--- config.mk ---
export PLATFORM = sky130hd
export DESIGN_NAME = score_collector
export DESIGN_NICKNAME = d
export VERILOG_FILES = /design/src/rtl/score_collector.sv
export SDC_FILE = /design/constraint.sdc
export NUM_CORES = 1
export LEC_CHECK = 0
export CAP_MARGIN = 40
export CELL_PAD_IN_SITES_DETAIL_PLACEMENT = 0
export CELL_PAD_IN_SITES_GLOBAL_PLACEMENT = 1
export CORE_MARGIN = 3
export CORE_UTILIZATION = 30
export DETAILED_ROUTE_END_ITERATION = 6
export GPL_ROUTABILITY_DRIVEN = 0
export GPL_TIMING_DRIVEN = 0
export PLACE_DENSITY_LB_ADDON = 0.05
export SYNTH_ARGS = -nofsm -noshare
export SYNTH_HDL_FRONTEND = slang
export SYNTH_SLANG_ARGS = --single-unit
--- constraint.sdc ---
create_clock -name clk -period 1.55 [get_ports clk]
set_input_delay 0.155 -clock clk [delete_from_list [all_inputs] [get_ports clk]]
set_output_delay 0.155 -clock clk [all_outputs]
set_load 0.02 [all_outputs]
--- src/rtl/score_collector.sv ---
// Collects a 10-beat stream of class scores into parallel registers x0..x9
// and hands each well-formed frame to the argmax stage over valid/ready.
module score_collector #(
    parameter int DATA_W = 8,
    parameter int N      = 10
) (
    input  logic              clk,
    input  logic              rst_n,
    input  logic              s_valid,
    output logic              s_ready,
    input  logic [DATA_W-1:0] s_data,
    input  logic              s_last,
    output logic [DATA_W-1:0] x0,
    output logic [DATA_W-1:0] x1,
    output logic [DATA_W-1:0] x2,
    output logic [DATA_W-1:0] x3,
    output logic [DATA_W-1:0] x4,
    output logic [DATA_W-1:0] x5,
    output logic [DATA_W-1:0] x6,
    output logic [DATA_W-1:0] x7,
    output logic [DATA_W-1:0] x8,
    output logic [DATA_W-1:0] x9,
    output logic              out_valid,
    input  logic              out_ready,
    output logic              err,
    output logic [7:0]        frame_cnt
);

    typedef enum logic [1:0] {
        FILL = 2'd0,
        HOLD = 2'd1,
        SKIP = 2'd2
    } state_t;

    localparam logic [3:0] LAST_IDX = 4'(N - 1);

    state_t            state;
    state_t            state_n;
    logic [3:0]        idx;
    logic [3:0]        idx_n;
    logic              err_n;
    logic              wr;
    logic              cnt_inc;
    logic              accept;
    logic [DATA_W-1:0] xr [N];

    assign s_ready = (state != HOLD);
    assign accept  = s_valid && s_ready;

    always_comb begin
        state_n = state;
        idx_n   = idx;
        err_n   = 1'b0;
        wr      = 1'b0;
        cnt_inc = 1'b0;
        unique case (state)
            FILL: begin
                if (accept) begin
                    wr = 1'b1;
                    if (idx == LAST_IDX) begin
                        idx_n = 4'd0;
                        if (s_last) begin
                            state_n = HOLD;
                        end else begin
                            // Overlong frame: flag once, then drop the tail.
                            err_n   = 1'b1;
                            state_n = SKIP;
                        end
                    end else if (s_last) begin
                        err_n = 1'b1;
                        idx_n = 4'd0;
                    end else begin
                        idx_n = idx + 4'd1;
                    end
                end
            end
            HOLD: begin
                if (out_ready) begin
                    state_n = FILL;
                    cnt_inc = 1'b1;
                end
            end
            SKIP: begin
                if (accept && s_last) begin
                    state_n = FILL;
                    idx_n   = 4'd0;
                end
            end
            default: begin
                state_n = FILL;
                idx_n   = 4'd0;
            end
        endcase
    end

    always_ff @(posedge clk or negedge rst_n) begin
        if (!rst_n) begin
            state     <= FILL;
            idx       <= 4'd0;
            err       <= 1'b0;
            out_valid <= 1'b0;
            frame_cnt <= 8'd0;
        end else begin
            state     <= state_n;
            idx       <= idx_n;
            err       <= err_n;
            out_valid <= (state_n == HOLD);
            if (cnt_inc) frame_cnt <= frame_cnt + 8'd1;
        end
    end

    always_ff @(posedge clk or negedge rst_n) begin
        if (!rst_n) begin
            for (int k = 0; k < N; k++) xr[k] <= '0;
        end else if (wr) begin
            for (int k = 0; k < N; k++) begin
                if (idx == 4'(k)) xr[k] <= s_data;
            end
        end
    end

    assign x0 = xr[0];
    assign x1 = xr[1];
    assign x2 = xr[2];
    assign x3 = xr[3];
    assign x4 = xr[4];
    assign x5 = xr[5];
    assign x6 = xr[6];
    assign x7 = xr[7];
    assign x8 = xr[8];
    assign x9 = xr[9];

endmodule

==> reports/metrics.yaml, run 1 <==
synth:
  synth_top_area_share: 0.611
  syn-cell-area_mm2: 0.00393
  synth.net_count: 288
  synth_area_per_cell_um2: 14.6
  ys_seq_area_frac: 0.611
  synth_cells: 270
  yosysWarnings: 0
  synth_top_area_cell: "dfrtp_1"
  ys_types: 39
  synthTopCellsByArea: "dfrtp_1, mux2_2, ha_1"
  ys_ff_latch: 96
sta:
  worst_pin_slew_ps: 748
  hold_viol_final: 0
  slew_violations: 0
  rsz0062_at_grt: "yes"
  tns_ps: -5930
  slew_headroom: 0.501
  setup_viol: 72
  fin_ws_ps: -152
  period_share: 1.10
  finalCriticalPeriod_ps: 1700
  fmax_mhz: 588
  holdWs_ps: 333
  finClkSkew_ps: 8.42
critical_path:
  crit_path_end_kind: "flip-flop"
  r2r_start: "idx[1]$_DFFE_PN0P_"
  arrival_ps: 1930
  required_ps: 1780
  critPathLaunchType: "flip-flop"
  reg2reg_depth: 6
  r2r_slack_ps: -150
  timing.rr.end: "x1[7]$_DFFE_PN0P_"
  cp_max_fo: 6
  worst-setup-path-type: "flip-flop to flip-flop"
clock_network:
  clk_latency_ps: 340
  cts_root_buffer: "clkbuf_16"
  cts_buffers: 9
  clk_pin_slew_worst_paths_ps: 60
  cts.htree.levels: 3
  clockBufferDepth: 2
  cts.sink_count: 96
  cts_tree: "built"
detailed_routing:
  ant_nets: 0
  avgViaCountPerCell: 4.60
  drt_first_pass_iters: 4
  avgRoutedWirePerCell_um: 18.6
  wl_um: 10700
  drt_iter0_drc: 93
  vias: 2648
  drc: 0
finish:
  seq_area_mm2: 0.00241
  multi_input_area_mm2: 0.00182
  antenna_cells: 0
  drive_gt1_frac: 0.376
  areaGrowthSynthToFinish_pct: 54.4
  fin_nets: 419
  fillers: 1202
die:
  boundaryPins: 104
  core_mm2: 0.0127
  die_y_um: 120
  placementRows: 41
  die-area_mm2: 0.0145
  dieWidth_um: 120
  initial_core_util: 0.309
status:
  status: "finished with violations"
  violations: "setup timing"
grt:
  grt_overflow: 0
  grt_pass1_wl_um: 16800
  grt_max_degree: 60
  antenna_found_initial: 0
  grt.total_usage: 0.153
  grt_pass1_vias: 2856
power:
  p_per_area_mw_per_mm2: 1680
  vdd_drop_max_mv: 0.771
  p_leak_nw: 2.90
place:
  portBuffers: 95
  dp_hpwl_um: 6600
worst_hold_path:
  hp-class: "input pin to async pin"
job:
  drv_cap: 0
-- synthesized netlist by cell type (all sizes together) --
cell	number
a31oi	1
o311ai	1
nor4b	1
ha	5
and3	5
mux2	81
xor2	5
and4	1
nor3b	3
nor2b	5
clkbuf	2
o2bb2ai	1
nor2	5
nand3b	2
nand4	2
o21ai	2
nand3	3
o22ai	1
nor3	4
nand2	11
a21oi	2
and4bb	1
or3	2
a21boi	1
nand4b	1
nor4	1
nand2b	1
dfrtp	96
buf	15
xnor2	3
mux2i	2
inv	4
-- metal layers --
metal  up-vias  GRT usage  routed length, um
met5         -          0                  0
met1      1364      0.203               4990
met2        79      0.234               4920
met3         9     0.0608                729
met4         0     0.0404                104
li1       1196          -                  -
-- cells in the final DEF, fill, tap and decap left out, types with 3 or more instances in the layout --
| cell | instances |
|---|---|
| clkbuf_16 | 9 |
| dfrtp_1 | 93 |
| clkdlybuf4s50_1 | 82 |
| and3_1 | 3 |
| dlymetal6s2s_1 | 9 |
| dlygate4sd2_1 | 3 |
| mux2_4 | 69 |
| clkbuf_1 | 4 |
| buf_12 | 3 |
| nor2_1 | 3 |
| xnor2_1 | 3 |
| buf_6 | 9 |
| nor2b_1 | 3 |
| ha_4 | 3 |
| nand2_1 | 10 |
| xor2_1 | 5 |
| mux2_2 | 12 |
| dfrtp_2 | 3 |
| buf_1 | 8 |
| buf_4 | 20 |
-- power by group --
part           total (W)  leakage [nW]  switching [W]  internal (W)
Sequential       0.00374          1.24       0.000451       0.00329
Combinational    0.00434          1.53        0.00188       0.00246
Clock            0.00213         0.130       0.000897       0.00124
Total             0.0102          2.90        0.00323       0.00699
-- timing repair --
| action | in CTS | in global routing |
|---|---|---|
| hold buffers | 1 | 0 |
| gates resized for setup | 71 | 47 |
| endpoints found under the setup margin | 86 | 96 |
| setup buffers | 13 | 11 |
| pin swaps | 9 | 8 |
| endpoints found under the hold margin | 37 | 0 |
-- area by class of cell --
class	count	share of cell area
multi-input combinational	153	0.299
tap	172	0.0355
clock inverter	1	0.00495
buffer	16	0.0190
sequential	96	0.396
timing repair buffer	121	0.202
clock buffer	13	0.0396
inverter	4	0.00309
-- flip-flops by register name, summed over array words and instances (netlist names), 8 cells and up --
| register | flops |
|---|---|
| frame_cnt | 8 |
| x0 | 8 |
| x1 | 8 |
| x2 | 8 |
| x3 | 8 |
| x4 | 8 |
| x5 | 8 |
| x6 | 8 |
| x7 | 8 |
| x8 | 8 |
| x9 | 8 |
-- critical path, cell delays in order (launching register included) --
cell	delay (ps)
dfrtp_1	390
inv_2	80
ha_4	130
and4bb_2	270
nor3b_4	230
buf_6	180
mux2_4	300
-- worst max-delay path by stage --
stage / slack [ps] / depth (start not counted) / to / start
final: -150 / 6 / x1[7]$_DFFE_PN0P_ / idx[1]$_DFFE_PN0P_
after global routing: -220 / 6 / x1[0]$_DFFE_PN0P_ / idx[1]$_DFFE_PN0P_
after CTS: -160 / 5 / x1[6]$_DFFE_PN0P_ / idx[0]$_DFFE_PN0P_
after detailed placement: -740 / 5 / x2[6]$_DFFE_PN0P_ / s_valid
after global placement: -3610 / 1 / x7[6]$_DFFE_PN0P_ / rst_n
after floorplan: -130 / 5 / x1[0]$_DFFE_PN0P_ / idx[1]$_DFFE_PN0P_
-- per-stage QoR --
step | total power, W | setup WS [ps] | utilization | instance area (um2) | instances
final | 0.0102 | -152 | 0.477 | 6070 | 576
after global routing | 0.0107 | -221 | 0.477 | 6070 | 576
after CTS | 0.0101 | -156 | 0.458 | 5820 | 565
after detailed placement | 0.00759 | -743 | 0.406 | 5170 | 538
after global placement | 0.00756 | -3610 | 0.404 | 5140 | 537
after floorplan | 0.00566 | -134 | - | 3980 | 270
-- logic make-up (layout without fill, tap and decap cells) --
logic type               count (synthesis)  count (layout)  share of synthesized area
flip-flops                              96              96                      0.611
multiplexers                            83              83                      0.237
AND/OR/NAND/NOR                         48              48                     0.0767
buffers and inverters                   21             155                     0.0264
AO/OA/AOI/OAI                            9               9                     0.0146
XOR/XNOR                                 8               8                     0.0178
adder cells (fa/ha/maj)                  5               5                     0.0159
(Power assumes the default switching activity.)
==> run 2: changes to the inputs <==
--- a/config.mk
+++ b/config.mk
@@ -11,6 +11,7 @@
 export CORE_MARGIN = 3
 export CORE_UTILIZATION = 30
 export DETAILED_ROUTE_END_ITERATION = 6
+export DONT_BUFFER_PORTS = 1
 export GPL_ROUTABILITY_DRIVEN = 0
 export GPL_TIMING_DRIVEN = 0
 export PLACE_DENSITY_LB_ADDON = 0.05
==> reports/metrics.yaml, run 2 (synthesis gave the netlist of run 1 again) <==
status:
  status: "finished with violations"
  violations: "hold timing, setup timing"
sta:
  period_share: 1.12
  fmax_mhz: 575
  holdWs_ps: -495
  hold_viol_final: 96
  finalCriticalPeriod_ps: 1740
  worst_pin_slew_ps: 814
  finClkSkew_ps: 6.47
  fin_ws_ps: -188
  slew_headroom: 0.457
  slew_violations: 0
  rsz0062_at_grt: "yes"
  setup_viol: 64
grt:
  grt_pass1_wl_um: 15700
  grt.total_usage: 0.147
  antenna_found_initial: 0
  grt_overflow: 0
  grt_max_degree: 97
  use_met3: 0.0585
  grt_use_met1: 0.192
  grtUsageMet2: 0.213
  grt_pass1_vias: 2460
  top_usage_layer: "met2"
finish:
  drive_gt1_frac: 0.506
  fin_area_mm2: 0.00504
  antenna_cells: 0
  areaGrowthSynthToFinish_pct: 28.2
  utilization: 0.396
  fillers: 1250
  final_cell_mix: "dfrtp_1, mux2_4, mux2_2"
  finalNonFillerCells: 480
  fin_nets: 321
  layout_commonest_cell: "dfrtp_1"
clock_network:
  hold_buffers: 2
  cts.htree.levels: 3
  cts_tree: "built"
  clockBufferDepth: 2
  cts.sink_count: 96
  cts_buffers: 9
  clk_pin_slew_worst_paths_ps: 70
  clk_latency_ps: 350
  cts_root_buffer: "clkbuf_16"
place:
  portBuffers: 0
  dp.cells: 442
  place_area_mm2: 0.00419
  dp_hpwl_um: 6320
critical_path:
  cp_max_fo: 6
  worst-setup-path-type: "flip-flop to flip-flop"
  critPathLaunchType: "flip-flop"
  crit_path_end_kind: "flip-flop"
  arrival_ps: 1970
  required_ps: 1780
detailed_routing:
  vias: 2364
  drt_first_pass_iters: 4
  avgViaCountPerCell: 4.93
  drc: 0
  wl_um: 10300
  avgRoutedWirePerCell_um: 21.4
  ant_nets: 0
  drt_iter0_drc: 71
job:
  drv_cap: 0
worst_hold_path:
  hp-class: "input pin to async pin"
die:
  core_mm2: 0.0127
  boundaryPins: 104
  placementRows: 41
  initial_core_util: 0.309
  die_y_um: 120
  die-area_mm2: 0.0145
  dieWidth_um: 120
power:
  p_per_area_mw_per_mm2: 1710
  p_total_w: 0.00860
  vdd_drop_max_mv: 0.609
  p_leak_nw: 2.35
==> run 2: cell types whose count changed in the layout (fill, tap and decap cells not counted), sizes merged <==
cell           previous run  this run
dlygate4sd3               1         2
dlymetal6s2s              9         0
clkbuf                   14        12
clkdlybuf4s50            82         0
buf                      41        35
inv                       3         6
bufinv                    1         0
dlygate4sd2               3         0
clkinv                    0         3
==> run 2: worst paths after layout <==
path / startpoint / endpoint / slack, ps / depth (start not counted)
setup reg to reg: idx[1]$_DFFE_PN0P_ / x1[0]$_DFFE_PN0P_ / -190 / 6
hold reg to reg: idx[1]$_DFFE_PN0P_ / idx[1]$_DFFE_PN0P_ / 610 / 2
min in group clk: s_last / idx[1]$_DFFE_PN0P_ / 20 / 3
setup / recovery: idx[1]$_DFFE_PN0P_ / x1[0]$_DFFE_PN0P_ / -190 / 6
hold / removal: rst_n / x8[2]$_DFFE_PN0P_ / -490 / 0
max in group asynchronous: rst_n / state[1]$_DFF_PN0_ / 1820 / 0
==> run 2: worst max-delay path, stage by stage (launching register included) <==
cell      delay, ps
dfrtp_1         400
inv_2            90
ha_4            140
and4bb_2        250
nor3b_4         270
buf_12          170
mux2_4          290
==> run 2: power by group <==
group          switching [W]  internal, W
sequential           0.00161      0.00328
combinational       0.000471      0.00109
clock               0.000999      0.00114
total                0.00308      0.00551
==> run 2: stage by stage <==
stage | setup TNS [ps] | worst slack (ps) | hold WS (ps)
floorplan | -2130 | -134 | -141
global placement | -20830 | -430 | -137
detailed placement | -19500 | -425 | -136
CTS | -7200 | -168 | -517
global route | -10590 | -267 | -517
finish | -6710 | -188 | -495
==> run 2: area by class of cell <==
class	count	area [um2]	share of cell area
sequential	96	2410	0.478
multi-input combinational	153	1770	0.351
timing repair buffer	25	249	0.0494
clock buffer	10	239	0.0474
tap	172	215	0.0427
buffer	14	98.8	0.0196
clock inverter	6	42.5	0.00844
inverter	4	17.5	0.00348
==> run 2: per-layer routing <==
layer,vias up,wire length [um]
met5,-,0
met4,0,225
met3,15,917
met2,78,4650
met1,1258,4480
li1,1013,-
==> run 2: what timing repair did <==
item / CTS / global route
endpoints found under the hold margin: 100 / 96
gates resized for setup: 69 / 29
pin swaps: 9 / 13
buffers inserted: 13 / 11
setup endpoints to repair: 85 / 81
gates cloned: 0 / 0
==> run 3: changes to the inputs <==
--- a/config.mk
+++ b/config.mk
@@ -11,10 +11,10 @@
 export CORE_MARGIN = 3
 export CORE_UTILIZATION = 30
 export DETAILED_ROUTE_END_ITERATION = 6
-export DONT_BUFFER_PORTS = 1
 export GPL_ROUTABILITY_DRIVEN = 0
 export GPL_TIMING_DRIVEN = 0
 export PLACE_DENSITY_LB_ADDON = 0.05
+export SLEW_MARGIN = 0
 export SYNTH_ARGS = -nofsm -noshare
 export SYNTH_HDL_FRONTEND = slang
 export SYNTH_SLANG_ARGS = --single-unit
==> constraint.sdc (replaced) <==
create_clock -name clk -period 2.05 [get_ports clk]
set_input_delay 0.205 -clock clk [delete_from_list [all_inputs] [get_ports clk]]
set_output_delay 0.205 -clock clk [all_outputs]
set_load 0.02 [all_outputs]
==> reports/metrics.yaml, run 3 (synthesis gave the netlist of run 1 again) <==
clock_network:
  clk_latency_ps: 340
  cts_tree: "built"
  cts.htree.levels: 3
  cts_buffers: 9
  cts_root_buffer: "clkbuf_16"
  clockBufferDepth: 2
  clk_pin_slew_worst_paths_ps: 60
  cts.sink_count: 96
critical_path:
  critPathLaunchType: "input pin"
  cp_max_fo: 10
  arrival_ps: 2120
  r2r_slack_ps: 190
  crit_path_end_kind: "flip-flop"
  worst-setup-path-type: "input pin to flip-flop"
  required_ps: 2270
die:
  boundaryPins: 104
  die-area_mm2: 0.0145
  placementRows: 41
  initial_core_util: 0.309
  dieWidth_um: 120
  core_mm2: 0.0127
  die_y_um: 120
grt:
  grt_overflow: 0
  grt.total_usage: 0.139
  antenna_found_initial: 0
  grt_pass1_wl_um: 14900
  grt_pass1_vias: 2564
  grt_max_degree: 61
detailed_routing:
  drc: 0
  vias: 2496
  ant_nets: 0
  avgViaCountPerCell: 4.49
  drt_first_pass_iters: 4
  wl_um: 9540
  drt_iter0_drc: 88
  avgRoutedWirePerCell_um: 17.2
finish:
  fin_area_mm2: 0.00547
  antenna_cells: 0
  utilization: 0.430
  areaGrowthSynthToFinish_pct: 39.3
  layout_commonest_cell: "dfrtp_1"
  seq_area_mm2: 0.00240
  final_cell_mix: "dfrtp_1, clkdlybuf4s50_1, mux2_2"
  multi_input_area_mm2: 0.00142
  fin_nets: 397
  fillers: 1256
  drive_gt1_frac: 0.286
sta:
  finalCriticalPeriod_ps: 1890
  finClkSkew_ps: 5.34
  rsz0062_at_grt: "no"
  setup_viol: 0
  hold_viol_final: 0
  fin_ws_ps: 156
  fmax_mhz: 528
  holdWs_ps: 372
  slew_headroom: 0.558
  period_share: 0.924
  worst_pin_slew_ps: 662
  slew_violations: 0
status:
  status: "completed"
power:
  vdd_drop_max_mv: 0.736
  p_leak_nw: 2.43
  p_per_area_mw_per_mm2: 1350
  p_total_w: 0.00740
place:
  place_area_mm2: 0.00512
  dpl_worst_slack_ps: -251
  portBuffers: 95
  dp_hpwl_um: 6570
worst_hold_path:
  hp-class: "input pin to async pin"
job:
  drv_cap: 0
run 3: cell types whose count changed in the layout (fill, tap and decap cells not counted), moves of 3 or more:
| cell | change |
|---|---|
| inv_1 | +4 |
| nor3_4 | -3 |
| inv_2 | -3 |
| buf_6 | -6 |
| buf_4 | -10 |
| buf_12 | -3 |
| dfrtp_1 | +4 |
| mux2_2 | +52 |
| nor3_1 | +3 |
| mux2_4 | -52 |
| dfrtp_2 | -4 |
| clkbuf_1 | +3 |
| clkdlybuf4s50_1 | +93 |
run 3: critical path, cell delays in order:
cell,delay [ps]
clkdlybuf4s50_1,570
clkbuf_1,350
nand3b_1,170
nor2_2,430
mux2_2,390
run 3: repair_timing:
| item | in CTS | in global routing |
|---|---|---|
| pin swaps | 0 | 0 |
| buffers inserted | 0 | 1 |
| hold buffers | 1 | 0 |
| endpoints found under the hold margin | 36 | 0 |
| gates resized for setup | 1 | 2 |
| setup endpoints to repair | 1 | 9 |
run 3: path summary, 6_finish.rpt:
| path | start | cells after the start | endpoint |
|---|---|---|---|
| min reg2reg | frame_cnt[7]$_DFFE_PN0P_ | 1 | frame_cnt[7]$_DFFE_PN0P_ |
| min in group clk | frame_cnt[7]$_DFFE_PN0P_ | 1 | frame_cnt[7]$_DFFE_PN0P_ |
| max in group asynchronous | rst_n | 3 | x9[1]$_DFFE_PN0P_ |
| min | rst_n | 2 | frame_cnt[4]$_DFFE_PN0P_ |
| max | s_valid | 5 | x3[6]$_DFFE_PN0P_ |
| max reg2reg | idx[3]$_DFFE_PN0P_ | 5 | x4[7]$_DFFE_PN0P_ |
run 3: metrics by stage:
step | setup TNS (ps) | cells
floorplan | 0 | 270
global placement | -297930 | 537
detailed placement | -3990 | 538
CTS | 0 | 555
global route | 0 | 556
finish | 0 | 556
run 3: layer usage:
layer  wire (um)  vias to the layer above  global-route usage
li1            -                     1170                   -
met1        4420                     1243               0.179
met2        4330                       74               0.214
met3         674                        9              0.0580
met4         119                        0              0.0404
met5           0                        -                   0
run 3: cell type report:
class,instances,area share
Multi-Input combinational cell,153,0.260
Clock buffer,13,0.0457
Clock inverter,3,0.0119
Sequential cell,96,0.439
Tap cell,172,0.0393
Inverter,4,0.00274
Buffer,17,0.0169
Timing Repair Buffer,98,0.184
run 3: report_power, final:
| group | switching (W) | internal (W) | total (W) |
|---|---|---|---|
| registers | 0.000310 | 0.00249 | 0.00280 |
| clock network | 0.000682 | 0.00110 | 0.00178 |
| logic | 0.00133 | 0.00149 | 0.00282 |
| total | 0.00232 | 0.00508 | 0.00740 |
==> edit 1 (config.mk and constraints of run 2) <==
The 3 states of `state_t` get a one-hot encoding in 3 bits.
--- a/src/rtl/score_collector.sv
+++ b/src/rtl/score_collector.sv
@@ -26,10 +26,10 @@
     output logic [7:0]        frame_cnt
 );
 
-    typedef enum logic [1:0] {
-        FILL = 2'd0,
-        HOLD = 2'd1,
-        SKIP = 2'd2
+    typedef enum logic [2:0] {
+        FILL = 3'b001,
+        HOLD = 3'b010,
+        SKIP = 3'b100
     } state_t;
 
     localparam logic [3:0] LAST_IDX = 4'(N - 1);
Function: same outputs for any inputs over 10 cycles, from zero or initial values and one cycle with rst_n low; not proved beyond that.
==> edit 1 against run 2 <==
- the run still ends with hold timing, setup timing left
- clock skew decreased by 0.78 ps
- non-clock buffer count fell by 9
- critical path depth decreased by 1
- setup slack worse by 16 ps
- maximum frequency decreased by 0.90%
- final area shrank 1.8%
- combinational power is 41% lower
- routed wire length is 5.7% lower
- area after synthesis is 0.80% higher
- sequential power down 12%
- sequential cell count up 1
- total power shrank 12%
- hold slack gained 4.4 ps
- critical path type unchanged
- critical endpoint is now x1[1]
- largest cell class unchanged
==> edit 1: results (changes against run 2) <==
Synth
  • Post-Synth Adder-Cell Area: 1.579% (-0.013 points)
  • Xor/xnor share of the synthesized area: 1.769% (-0.014 points)
  • Multiplexer share of the synthesized area: 23.31% (-0.41 points)
  • Synth top cells by count: dfrtp_1 (96), mux2_2 (82), nand2_1 (12)

Critical path
  • R2R Path End: x1[1]
  • Critical R2R Launch: state[0]
  • Critical path's slowest cell: dfstp_2

Timing
  • Setup_tns: -12090 ps (-5380 ps)
  • Fin. Hold Viols: 97 (+1.0%)
  • Clock skew: 5.692 ps (-0.7817 ps)
  • WHS: -490.5 ps (+4.374 ps)
  • Setup Viol. Count Final: 89 (+39%)
  • Final setup margin: -204.0 ps (-15.81 ps)
  • Worst slew pin tran: 617.5 ps (-196.5 ps)

Drt
  • M1 WL: 4206 microns (-6.0%)
  • DR vias: 2272 (-3.9%)
  • 1st-iter DRT viols: 72 (+1.4%)
  • Avg WL per Cell: 20.44 microns (-4.5%)

Power
  • Leakage power: 2.332 nW (-0.87%)
  • Clock-net power: 2.35 mW (+9.8%)
  • Clk pwr share: 31.0% (+6.1 points)
  • Sw Ratio: 32.45% (-3.4 points)

CTS
  • Post-CTS Hold Buffers: 3 (+1)

Global routing
  • Met3 Use GR: 5.408% (-0.44 points)
  • First-pass GRT wire length: 14600 microns (-7.3%)
  • Pin count of the biggest net entering global routing: 98 (+1.0%)
  • Tot GR Track Use: 13.47% (-1.2 points)
  • Met1 Use GR: 17.02% (-2.2 points)
  • Met2 GRT Util: 20.32% (-0.95 points)

Cells and area
  • Nets: 316 (-1.6%)
  • Finished Layout Cells: 474 (-1.3%)
  • Number of fill cells in the layout: 1232 (-1.4%)

Placed design
  • HPWL Detailed: 6159 microns (-2.5%)

Status
  • Status: finished with violations
  • Failing checks: hold timing, setup timing
edit 1: changes by cell type after synthesis, moves of 3 or more:
cell,run 2,this run
xor2_1,5,2
nor2b_1,5,1
nor2_1,4,7
nand3_2,0,4
buf_4,4,1
o31ai_1,0,4
o21ai_0,2,5
xnor2_1,3,6
edit 1: critical path: cells and delay by family, from the launching register on:
family                 cells  cell delay, ps
AND/OR/NAND/NOR            3             610
multiplexers               1             300
flip-flops                 1             610
buffers and inverters      1             120
edit 1: layout make-up:
type	instances	area (sq um)	share of cell area [%]
timing repair buffer	19	221.5	4.473
inverter	3	11.26	0.2274
sequential	97	2431	49.10
clock inverter	4	77.57	1.567
multi-input combinational	157	1705	34.45
clock buffer	11	232.7	4.701
buffer	11	56.30	1.137
tap	172	215.2	4.347
edit 1: what timing repair did:
item / in CTS / in global routing
gates cloned: 0 / 1
hold endpoints to repair: 102 / 97
endpoints found under the setup margin: 90 / 88
gates resized for setup: 41 / 18
pin swaps: 7 / 6
setup buffers: 7 / 8
==> edit 2 (flow settings as in run 2) <==
Without the edit above. Set the parameter `DATA_W` to 12 (it was 8).
--- a/src/rtl/score_collector.sv
+++ b/src/rtl/score_collector.sv
@@ -1,7 +1,7 @@
 // Collects a 10-beat stream of class scores into parallel registers x0..x9
 // and hands each well-formed frame to the argmax stage over valid/ready.
 module score_collector #(
-    parameter int DATA_W = 8,
+    parameter int DATA_W = 12,
     parameter int N      = 10
 ) (
     input  logic              clk,
Interface: changed (11 resized); port bits go from 104 to 148. The function was not compared with the original's and may differ.
==> edit 2 against run 2 <==
- the flow still finishes with violations (hold timing, setup timing)
- critical path type unchanged
- area after synthesis is 38% higher
- final area up 45%
- first-iteration DRC count rose by 82%
- sequential power rose by 27%
- total power up 38%
- setup slack got worse by 53 ps
- critical path depth did not move
- highest routed layer unchanged
- routed wire length grew 51%
- critical endpoint is now x1[3]
- sequential cell count increased by 40
==> edit 2: results (changes against run 2) <==
Synth
  • Top cells by area, synth: dfrtp_1 (63%), mux2_2 (25%), ha_1 (1.2%), buf_4 (0.97%), buf_1 (0.83%)
  • Syn_nets: 373 (+30%)
  • Post-synth EDFFs: 0 (unchanged)
  • Synth top cells by count: dfrtp_1 (136), mux2_2 (120), buf_1 (12)
  • Asr flop ratio synth: 100.0% (unchanged)
  • Sequential fraction of the synthesis area: 62.62% (+1.5 points)
  • Synth unique cells: 37 (-5.1%)
  • Synth warn: 0 (unchanged)

Placed design
  • HPWL Detailed: 9198 microns (+46%)
  • Pre-CTS WS: -378.8 ps (+46.41 ps)
  • Buffers on Ports: 0 (unchanged)

Critical path
  • R2R cell count: 6 (unchanged)
  • Crit-path max FO: 5 (-1)
  • Worst EP arrival: 2080 ps (+110 ps)
  • R2R Path End: x1[3]
  • Critical R2R Launch: idx[1]

Min path
  • HP Class: in -> async

Power
  • Leakage power: 3.448 nW (+47%)
  • Peak supply drop: 771.5 uV (+27%)
  • Total power density per cell area: 1630 mW/mm^2 (-4.4%)

CTS
  • Num CTS Buffers: 17 (+8)
  • Post-CTS Hold Buffers: 2 (unchanged)
  • Root Buffer: clkbuf_16
  • Clock Latency Late Sink: 410 ps (+60 ps)
  • H-tree Lvls: 4 (+1)
  • Clock tree buffer depth: 2 (unchanged)
  • CTS clock-pin slew for the worst setup and hold paths: 60 ps

Drt
  • Vias per cell: 4.787 (-2.8%)
  • 1st-iter DRT viols: 129 (+82%)
  • WL final: 15510 microns (+51%)
  • First-pass detailed-route iteration total: 4 (unchanged)

Timing
  • Final setup margin: -241.5 ps (-53.30 ps)
  • Fin. Hold Viols: 136 (+42%)
  • Clock skew: 8.453 ps (+1.980 ps)
  • Setup Viol. Count Final: 107 (+67%)
  • WHS: -559.9 ps (-65.02 ps)
  • Worst relative slew slack: 57.18% (+11 points)

Status
  • Status: finished with violations
  • Failing checks: hold timing, setup timing

Global routing
  • First-pass GRT wire length: 23400 microns (+49%)
  • Initial antenna violation count: 0 (unchanged)
  • Vias in the first global route: 3487 (+42%)
  • Pin count of the biggest net entering global routing: 137 (+41%)
  • Tot GR Track Use: 15.98% (+1.3 points)

Cells and area
  • Layout cells sized above 1: 54.07% (+3.4 points)
  • Diodes inserted: 0 (unchanged)
  • Nets: 427 (+33%)
-- edit 2: where the power goes --
part | switching, mW | internal [mW] | total, mW
Combinational | 0.458 | 1.22 | 1.68
Clock | 1.46 | 2.54 | 4.00
Sequential | 1.82 | 4.39 | 6.20
Total | 3.74 | 8.15 | 11.9
-- edit 2: cells by family (layout without fill, tap and decap cells) --
kind of cell / after synthesis / in the layout / share of synthesized area, %
adder cells (fa/ha/maj): 5 / 5 / 1.151
AO/OA/AOI/OAI: 9 / 9 / 1.059
multiplexers: 122 / 122 / 25.41
buffers and inverters: 31 / 98 / 3.269
flip-flops: 136 / 136 / 62.62
XOR/XNOR: 8 / 8 / 1.289
AND/OR/NAND/NOR: 40 / 40 / 5.202
-- edit 2: repair_timing --
| action | CTS | global route |
|---|---|---|
| setup buffers | 26 | 6 |
| resized for setup | 139 | 30 |
| pin swaps | 13 | 9 |
| hold endpoints to repair | 140 | 136 |
| gates cloned | 8 | 0 |
| setup endpoints to repair | 120 | 128 |
-- edit 2: worst max path at each step --
stage / endpoint / slack [ps] / startpoint / depth (start not counted)
after floorplan: x1[10] / -140 / idx[1] / 6
after global placement: x1[10] / -360 / idx[1] / 6
after detailed placement: x1[3] / -380 / idx[1] / 6
after CTS: x1[3] / -280 / idx[1] / 6
after global routing: x1[3] / -300 / idx[1] / 6
final: x1[3] / -240 / idx[1] / 6
-- edit 2: routing by layer --
layer	GRT usage, %	vias to the layer above	wire length (microns)
met2	25.73	104	7710
met5	0	-	0
met1	19.65	1628	6462
met4	5.405	0	158
li1	-	1334	-
met3	6.343	12	1183
-- edit 2: area by class of cell --
class                           count  area [sq um]
Multi-Input combinational cell    184          2278
Fill cell                        1606         10250
Tap cell                          225         281.5
Clock buffer                       25         495.5
Inverter                            3         11.26
Sequential cell                   136          3408
Buffer                             24         239.0
Timing Repair Buffer               39         484.2
Clock inverter                      7         91.34
-- edit 2: critical path: stages, from the launching register on --
cell and delay (ps):
dfrtp_1 390, inv_2 80, ha_4 120, and4bb_2 260, nor3b_4 300, buf_6 200, mux2_4 310
-- edit 2: per-stage QoR --
stage / util, % / std cells / cell area (sq um) / TNS (ps) / hold WS [ps]
floorplan: - / 351 / 5460 / -4720 / -140.6
global placement: 32.74 / 576 / 5742 / -29870 / -137.3
detailed placement: 32.74 / 576 / 5742 / -30790 / -136.8
CTS: 41.11 / 643 / 7209 / -17060 / -584.6
global route: 41.57 / 643 / 7289 / -20790 / -585.5
finish: 41.57 / 643 / 7289 / -13770 / -559.9
